### src/rtl/seven_seg_pkg.sv
// Shared constants for the seven-segment reader: active-low segment patterns,
// special BCD codes and the frame FSM state type.
package seven_seg_pkg;

   // Segment order is {a, b, c, d, e, f, g}; a low bit lights the segment.
   localparam logic [6:0] SEG_0     = 7'b0000001;
   localparam logic [6:0] SEG_1     = 7'b1001111;
   localparam logic [6:0] SEG_2     = 7'b0010010;
   localparam logic [6:0] SEG_3     = 7'b0000110;
   localparam logic [6:0] SEG_4     = 7'b1001100;
   localparam logic [6:0] SEG_5     = 7'b0100100;
   localparam logic [6:0] SEG_6     = 7'b0100000;
   localparam logic [6:0] SEG_7     = 7'b0001111;
   localparam logic [6:0] SEG_8     = 7'b0000000;
   localparam logic [6:0] SEG_9     = 7'b0000100;
   localparam logic [6:0] SEG_BLANK = 7'b1111111;

   localparam logic [3:0] BCD_BLANK = 4'hF;
   localparam logic [3:0] BCD_ERR   = 4'hE;

   typedef enum logic {
      COLLECT,
      PRESENT
   } frame_state_e;

endpackage

### src/rtl/seven_segment_pattern_decode.sv
// Combinational inverse of the BCD-to-segment decoder: maps an active-low
// segment pattern back to a BCD digit, flagging blank and illegal patterns.
module seven_segment_pattern_decode (
   input  logic [6:0] seg_i,
   output logic [3:0] bcd_o,
   output logic       blank_o,
   output logic       err_o
);
   import seven_seg_pkg::*;

   always_comb begin
      bcd_o   = BCD_ERR;
      blank_o = 1'b0;
      err_o   = 1'b0;
      case (seg_i)
         SEG_0:     bcd_o = 4'd0;
         SEG_1:     bcd_o = 4'd1;
         SEG_2:     bcd_o = 4'd2;
         SEG_3:     bcd_o = 4'd3;
         SEG_4:     bcd_o = 4'd4;
         SEG_5:     bcd_o = 4'd5;
         SEG_6:     bcd_o = 4'd6;
         SEG_7:     bcd_o = 4'd7;
         SEG_8:     bcd_o = 4'd8;
         SEG_9:     bcd_o = 4'd9;
         SEG_BLANK: begin
            bcd_o   = BCD_BLANK;
            blank_o = 1'b1;
         end
         default:   err_o = 1'b1;
      endcase
   end

endmodule

### src/rtl/seven_segment_reader.sv
// Reads a multiplexed active-low seven-segment bus back into BCD frames and
// presents each complete frame over a valid/ready handshake.
module seven_segment_reader #(
   parameter int unsigned NUM_DIGITS    = 4,
   parameter int unsigned STABLE_CYCLES = 4
) (
   input  logic                    clk,
   input  logic                    rst_n,
   input  logic [6:0]              seg_in,
   input  logic [NUM_DIGITS-1:0]   an_in,
   output logic [4*NUM_DIGITS-1:0] out_bcd,
   output logic [NUM_DIGITS-1:0]   out_blank,
   output logic [NUM_DIGITS-1:0]   out_err,
   output logic                    out_valid,
   input  logic                    out_ready,
   output logic                    overrun
);
   import seven_seg_pkg::*;

   localparam int unsigned CW = $clog2(STABLE_CYCLES + 1);
   localparam int unsigned SW = NUM_DIGITS + 7;

   logic [SW-1:0] sync1_q, sync1_d, sync2_q, sync2_d, prev_q, prev_d;
   logic [CW-1:0] cnt_q, cnt_d;

   logic [4*NUM_DIGITS-1:0] work_bcd_q, work_bcd_d, out_bcd_q, out_bcd_d, cap_bcd;
   logic [NUM_DIGITS-1:0]   work_blank_q, work_blank_d, out_blank_q, out_blank_d, cap_blank;
   logic [NUM_DIGITS-1:0]   work_err_q, work_err_d, out_err_q, out_err_d, cap_err;
   logic [NUM_DIGITS-1:0]   mask_q, mask_d, cap_mask;
   logic                    overrun_q, overrun_d;
   frame_state_e            state_q, state_d;

   logic [NUM_DIGITS-1:0] an_s, sel;
   logic [6:0]            seg_s;
   logic                  same, onehot, capture, complete;
   logic [3:0]            dec_bcd;
   logic                  dec_blank, dec_err;

   assign an_s  = sync2_q[SW-1:7];
   assign seg_s = sync2_q[6:0];
   assign sel   = ~an_s;

   seven_segment_pattern_decode u_decode (
      .seg_i   (seg_s),
      .bcd_o   (dec_bcd),
      .blank_o (dec_blank),
      .err_o   (dec_err)
   );

   // Stability tracking: one capture strobe per stable run of a one-hot anode.
   always_comb begin
      sync1_d = {an_in, seg_in};
      sync2_d = sync1_q;
      prev_d  = sync2_q;
      same    = (sync2_q == prev_q);
      onehot  = (sel != '0) && ((sel & (sel - NUM_DIGITS'(1))) == '0);
      capture = same && (cnt_q == CW'(STABLE_CYCLES - 1)) && onehot;
      if (!same) begin
         cnt_d = CW'(1);
      end else if (cnt_q != CW'(STABLE_CYCLES)) begin
         cnt_d = cnt_q + CW'(1);
      end else begin
         cnt_d = cnt_q;
      end
   end

   // Working set with the current capture merged in, so the completing slot
   // reaches the output registers on the same edge.
   always_comb begin
      cap_bcd   = work_bcd_q;
      cap_blank = work_blank_q;
      cap_err   = work_err_q;
      cap_mask  = mask_q;
      if (capture) begin
         for (int unsigned k = 0; k < NUM_DIGITS; k++) begin
            if (sel[k]) begin
               cap_bcd[4*k +: 4] = dec_bcd;
               cap_blank[k]      = dec_blank;
               cap_err[k]        = dec_err;
               cap_mask[k]       = 1'b1;
            end
         end
      end
      complete = capture && (cap_mask == '1);
   end

   always_comb begin
      state_d      = state_q;
      work_bcd_d   = cap_bcd;
      work_blank_d = cap_blank;
      work_err_d   = cap_err;
      mask_d       = cap_mask;
      out_bcd_d    = out_bcd_q;
      out_blank_d  = out_blank_q;
      out_err_d    = out_err_q;
      overrun_d    = 1'b0;
      unique case (state_q)
         COLLECT: begin
            if (complete) begin
               out_bcd_d   = cap_bcd;
               out_blank_d = cap_blank;
               out_err_d   = cap_err;
               mask_d      = '0;
               state_d     = PRESENT;
            end
         end
         PRESENT: begin
            if (complete) begin
               mask_d = '0;
               if (out_ready) begin
                  out_bcd_d   = cap_bcd;
                  out_blank_d = cap_blank;
                  out_err_d   = cap_err;
               end else begin
                  overrun_d = 1'b1;
               end
            end else if (out_ready) begin
               state_d = COLLECT;
            end
         end
      endcase
   end

   always_ff @(posedge clk) begin
      if (!rst_n) begin
         sync1_q      <= '1;
         sync2_q      <= '1;
         prev_q       <= '1;
         cnt_q        <= '0;
         work_bcd_q   <= '0;
         work_blank_q <= '0;
         work_err_q   <= '0;
         mask_q       <= '0;
         out_bcd_q    <= '0;
         out_blank_q  <= '0;
         out_err_q    <= '0;
         overrun_q    <= 1'b0;
         state_q      <= COLLECT;
      end else begin
         sync1_q      <= sync1_d;
         sync2_q      <= sync2_d;
         prev_q       <= prev_d;
         cnt_q        <= cnt_d;
         work_bcd_q   <= work_bcd_d;
         work_blank_q <= work_blank_d;
         work_err_q   <= work_err_d;
         mask_q       <= mask_d;
         out_bcd_q    <= out_bcd_d;
         out_blank_q  <= out_blank_d;
         out_err_q    <= out_err_d;
         overrun_q    <= overrun_d;
         state_q      <= state_d;
      end
   end

   assign out_bcd   = out_bcd_q;
   assign out_blank = out_blank_q;
   assign out_err   = out_err_q;
   assign out_valid = (state_q == PRESENT);
   assign overrun   = overrun_q;

endmodule

### config.mk
export PLATFORM = sky130hd
export DESIGN_NAME = seven_segment_reader
export DESIGN_NICKNAME = d
export VERILOG_FILES = /design/src/rtl/seven_seg_pkg.sv /design/src/rtl/seven_segment_pattern_decode.sv /design/src/rtl/seven_segment_reader.sv
export SDC_FILE = /design/constraint.sdc
export NUM_CORES = 1
export LEC_CHECK = 0
export BUFFER_PORTS_ARGS = -buffer_cell sky130_fd_sc_hd__buf_2
export CORE_MARGIN = 2
export CORE_UTILIZATION = 55
export DETAILED_ROUTE_END_ITERATION = 12
export PLACE_DENSITY = 0.76
export RECOVER_POWER = 50
export SLEW_MARGIN = 25
export SYNTH_ARGS = -nofsm -noshare
export SYNTH_HDL_FRONTEND = slang
export SYNTH_SLANG_ARGS = --single-unit
### constraint.sdc
create_clock -name clk -period 2.9 [get_ports clk]
set_input_delay 0.145 -clock clk [delete_from_list [all_inputs] [get_ports clk]]
set_output_delay 0.145 -clock clk [all_outputs]
set_load 0.02 [all_outputs]
==> flow_summary_export.csv <==
group,metric,value,unit
place,place_congestion,0.8450,
floorplan,num_rows,29,
setup_path,reg2reg_from,"prev_d[0]$_SDFF_PN1_",
synthesis,synth_warnings,0,
clock_network,clkTransAtPathRegs,0.09,ns
clock_network,cts_tree,"done",
finish,nFillCells,554,
routing,dr.first_iter.drc_count,125,
clock_network,clk_latency,0.36,ns
floorplan,die_w,84.72,µm
clock_network,cts_sinks,90,
routing,finalWirelength,7.129,mm
setup_path,cp.required,3.13,ns
routing,routed_via_density,5.383,
finish,multiInputGateArea,0.001645,mm²
routing,firstDrtPassIters,5,
setup_path,r2r_slack,0.44,ns
synthesis,yosys_register_bits,90,
routing,wl_per_cell,14.52,µm
synthesis,synth-edff-count,0,
routing,drc,0,
synthesis,postSynthAreaPerCell,9.764,µm²
sta,fin_skew,0.008643,ns
grt,grt.total_usage,0.2148,
synthesis,ys_types,54,
setup_path,startpoint_type,"flip-flop",
synthesis,synthesis.area,0.003583,mm²
synthesis,synthFlopType,"dfxtp_1",
sta,max_clock_freq,405.7,MHz
finish,area_growth,14.56,%
pwr,power,0.002341,W
sta,finalHoldViolCount,0,
finish,drive_gt1_frac,0.1256,
sta,whs,0.1506,ns
status,status,"finished, violations left",
grt,antenna_found_initial,0,
routing,wl_met2,3.371,mm
clock_network,ctsResizeCount,0,
finish,fin_area,0.004105,mm²
place,placed_area,0.003817,mm²
floorplan,die_y,84.72,µm
sta,period_share,0.8499,
sta,final.min_clock_period,2.465,ns
routing,drtAntennaViolNets,0,
clock_network,cts_htree_levels,3,
setup_path,r2r-end,"out_bcd[13]$_SDFFE_PN0P_",
pwr,powerDensity,570.3,mW/mm²
sta,setup_violations,0,
setup_path,startpoint,"prev_d[0]$_SDFF_PN1_",
floorplan,dieArea,0.007177,mm²
clock_network,cts_buffer_depth,2,
sta,tns,0,ns
setup_path,critical_path_class,"flip-flop to flip-flop",
routing,num_vias,2643,
sta,slew_violations,53,
grt,grt_pass1_vias,2630,
pwr,power.leakage,1.501,nW
job,cap_viol_max_count,1,
sta,slew_headroom,-0.4249,
finish,stdcell_count,491,
place,dp_hpwl,4.776,mm
grt,grt_pass1_wl,12.34,mm
setup_path,crit_end,"out_bcd[13]$_SDFFE_PN0P_",
routing,wl_met3,266,µm
grt,grt_max_degree,53,
status,violations,"capacitance limit, slew limit",
synthesis,syn_inst,367,
setup_path,ff2ff_path_depth,6,
pwr,irDropWorstVdd,0.0004292,V
place,port-buffer-count,39,
grt,grt_remaining_overflow,0,
synthesis,syn_nets,384,
floorplan,coreArea,0.006314,mm²
clock_network,cts_buffers,9,
sta,tightest_slew,2.137,ns
clock_network,cts_setup_buffers,0,
place,place_inst,465,
sta,rsz0062_at_grt,"false",
synthesis,async_reset_ff_frac,0,
finish,n_antenna_cell,0,
setup_path,cp-end-kind,"flip-flop",
routing,highest_layer,"met4",
finish,layout.nets,427,
min_path,hp-class,"primary input to flip-flop",
routing,wl_met1,3.370,mm
synthesis,yosysSeqAreaShare,0.5028,
setup_path,path_max_fanout,14,
setup_path,arrival,2.70,ns
floorplan,ios,40,
finish,ff_latch_area,0.001802,mm²
clock_network,root_buffer,"clkbuf_8",
floorplan,initial_core_util,0.5676,
[metrics by stage]
| step | utilization | setup WS [ns] |
|---|---|---|
| after floorplan | - | 0.7441 |
| after global placement | 0.6046 | 0.5020 |
| after detailed placement | 0.6046 | 0.4490 |
| after CTS | 0.6560 | 0.4298 |
| after global routing | 0.6502 | 0.1468 |
| final | 0.6502 | 0.4353 |
[routing by layer]
layer | vias up | GRT usage
met5 | - | 0
met3 | 9 | 0.03736
met1 | 1224 | 0.2806
li1 | 1347 | -
met2 | 63 | 0.3515
met4 | 0 | 0.09235
[critical path, cell delays in order (launching register included)]
cell     delay (ns)
dfxtp_1        0.58
xor2_1         0.16
or4_4          0.51
nor3_4         0.29
and4_1         0.38
mux2i_1        0.29
o22ai_1        0.13
[synthesized netlist by cell type (5+ instances only)]
cell type / number / area, µm²
xor2_1: 7 / 61.31
mux2i_1: 20 / 200.2
o22ai_1: 6 / 37.54
nor2b_1: 5 / 31.28
dfxtp_1: 90 / 1802
o21ai_0: 9 / 45.04
nand2_1: 13 / 48.80
nor2_1: 37 / 138.9
nand2b_1: 36 / 225.2
nor3_1: 9 / 45.04
xnor2_1: 6 / 52.55
nand4_1: 5 / 31.28
inv_1: 8 / 30.03
clkbuf_1: 19 / 71.32
a21oi_1: 20 / 100.1
nand3_1: 6 / 30.03
[cell type report]
class / instances / area share
inverters: 9 / 0.008229
multi-input cells: 244 / 0.4008
clock inverters: 6 / 0.02194
repair buffers: 56 / 0.07650
flip-flops and latches: 90 / 0.4389
clock buffers: 9 / 0.03017
well taps: 77 / 0.02347
[state kept, by name, indices dropped and copies added, names as in the netlist]
signal	count
overrun	1
work_bcd_q	16
work_err_q	4
prev_q	11
out_err	4
prev_d	11
sync1_q	11
out_blank	4
out_bcd	16
mask_q	4
work_blank_q	4
cnt_q	3
out_valid	1
[cells in the final DEF (no fill, tap or decap), drive strengths merged, types with 2 or more instances in the layout]
cell	instances
bufinv	2
ha	3
inv	11
or3b	4
xnor2	6
o22ai	6
and3b	2
dfxtp	90
o21a	3
or4	3
and4	4
xor2	8
nand3b	2
mux2	4
or3	4
o21ai	10
nand4b	3
nand3	6
nand2b	36
nor4	5
mux2i	20
dlygate4sd3	11
nand2	13
nor2b	5
a21oi	20
clkbuf	36
nor3	13
a211oi	4
buf	18
and2	4
nand4	5
nor2	38
clkinv	2
[worst min path at each step]
stage	endpoint	cells past startpoint	slack (ns)	start
after global placement	sync1_q[7]$_SDFF_PN1_	2	0.32	an_in[0]
after CTS	out_valid$_SDFF_PN0_	4	0.13	out_ready
after detailed placement	sync1_q[4]$_SDFF_PN1_	2	0.33	seg_in[4]
after global routing	out_valid$_SDFF_PN0_	4	0.16	out_ready
final	out_valid$_SDFF_PN0_	4	0.15	out_ready
after floorplan	sync1_q[0]$_SDFF_PN1_	1	0.25	seg_in[0]
[what timing repair did]
action | in CTS | in global routing
endpoints found under the setup margin | 0 | 0
endpoints found under the hold margin | 11 | 0
hold buffers | 11 | 0
[cells by family after synthesis]
family	after synthesis	synth area share
XOR/XNOR	14	0.03631
adder cells (fa/ha/maj)	3	0.01048
AND/OR/NAND/NOR	152	0.2577
multiplexers	24	0.06843
buffers and inverters	33	0.03806
AO/OA/AOI/OAI	51	0.08625
flip-flops	90	0.5028
[report_power, final]
group          total, W  leakage (nW)  internal [W]  switching (W)
clock network  0.000921         0.111      0.000487       0.000435
logic          0.000145         0.658     0.0000599      0.0000856
registers       0.00127         0.732       0.00125      0.0000196
No activity file was read; power rests on OpenSTA's default activity.
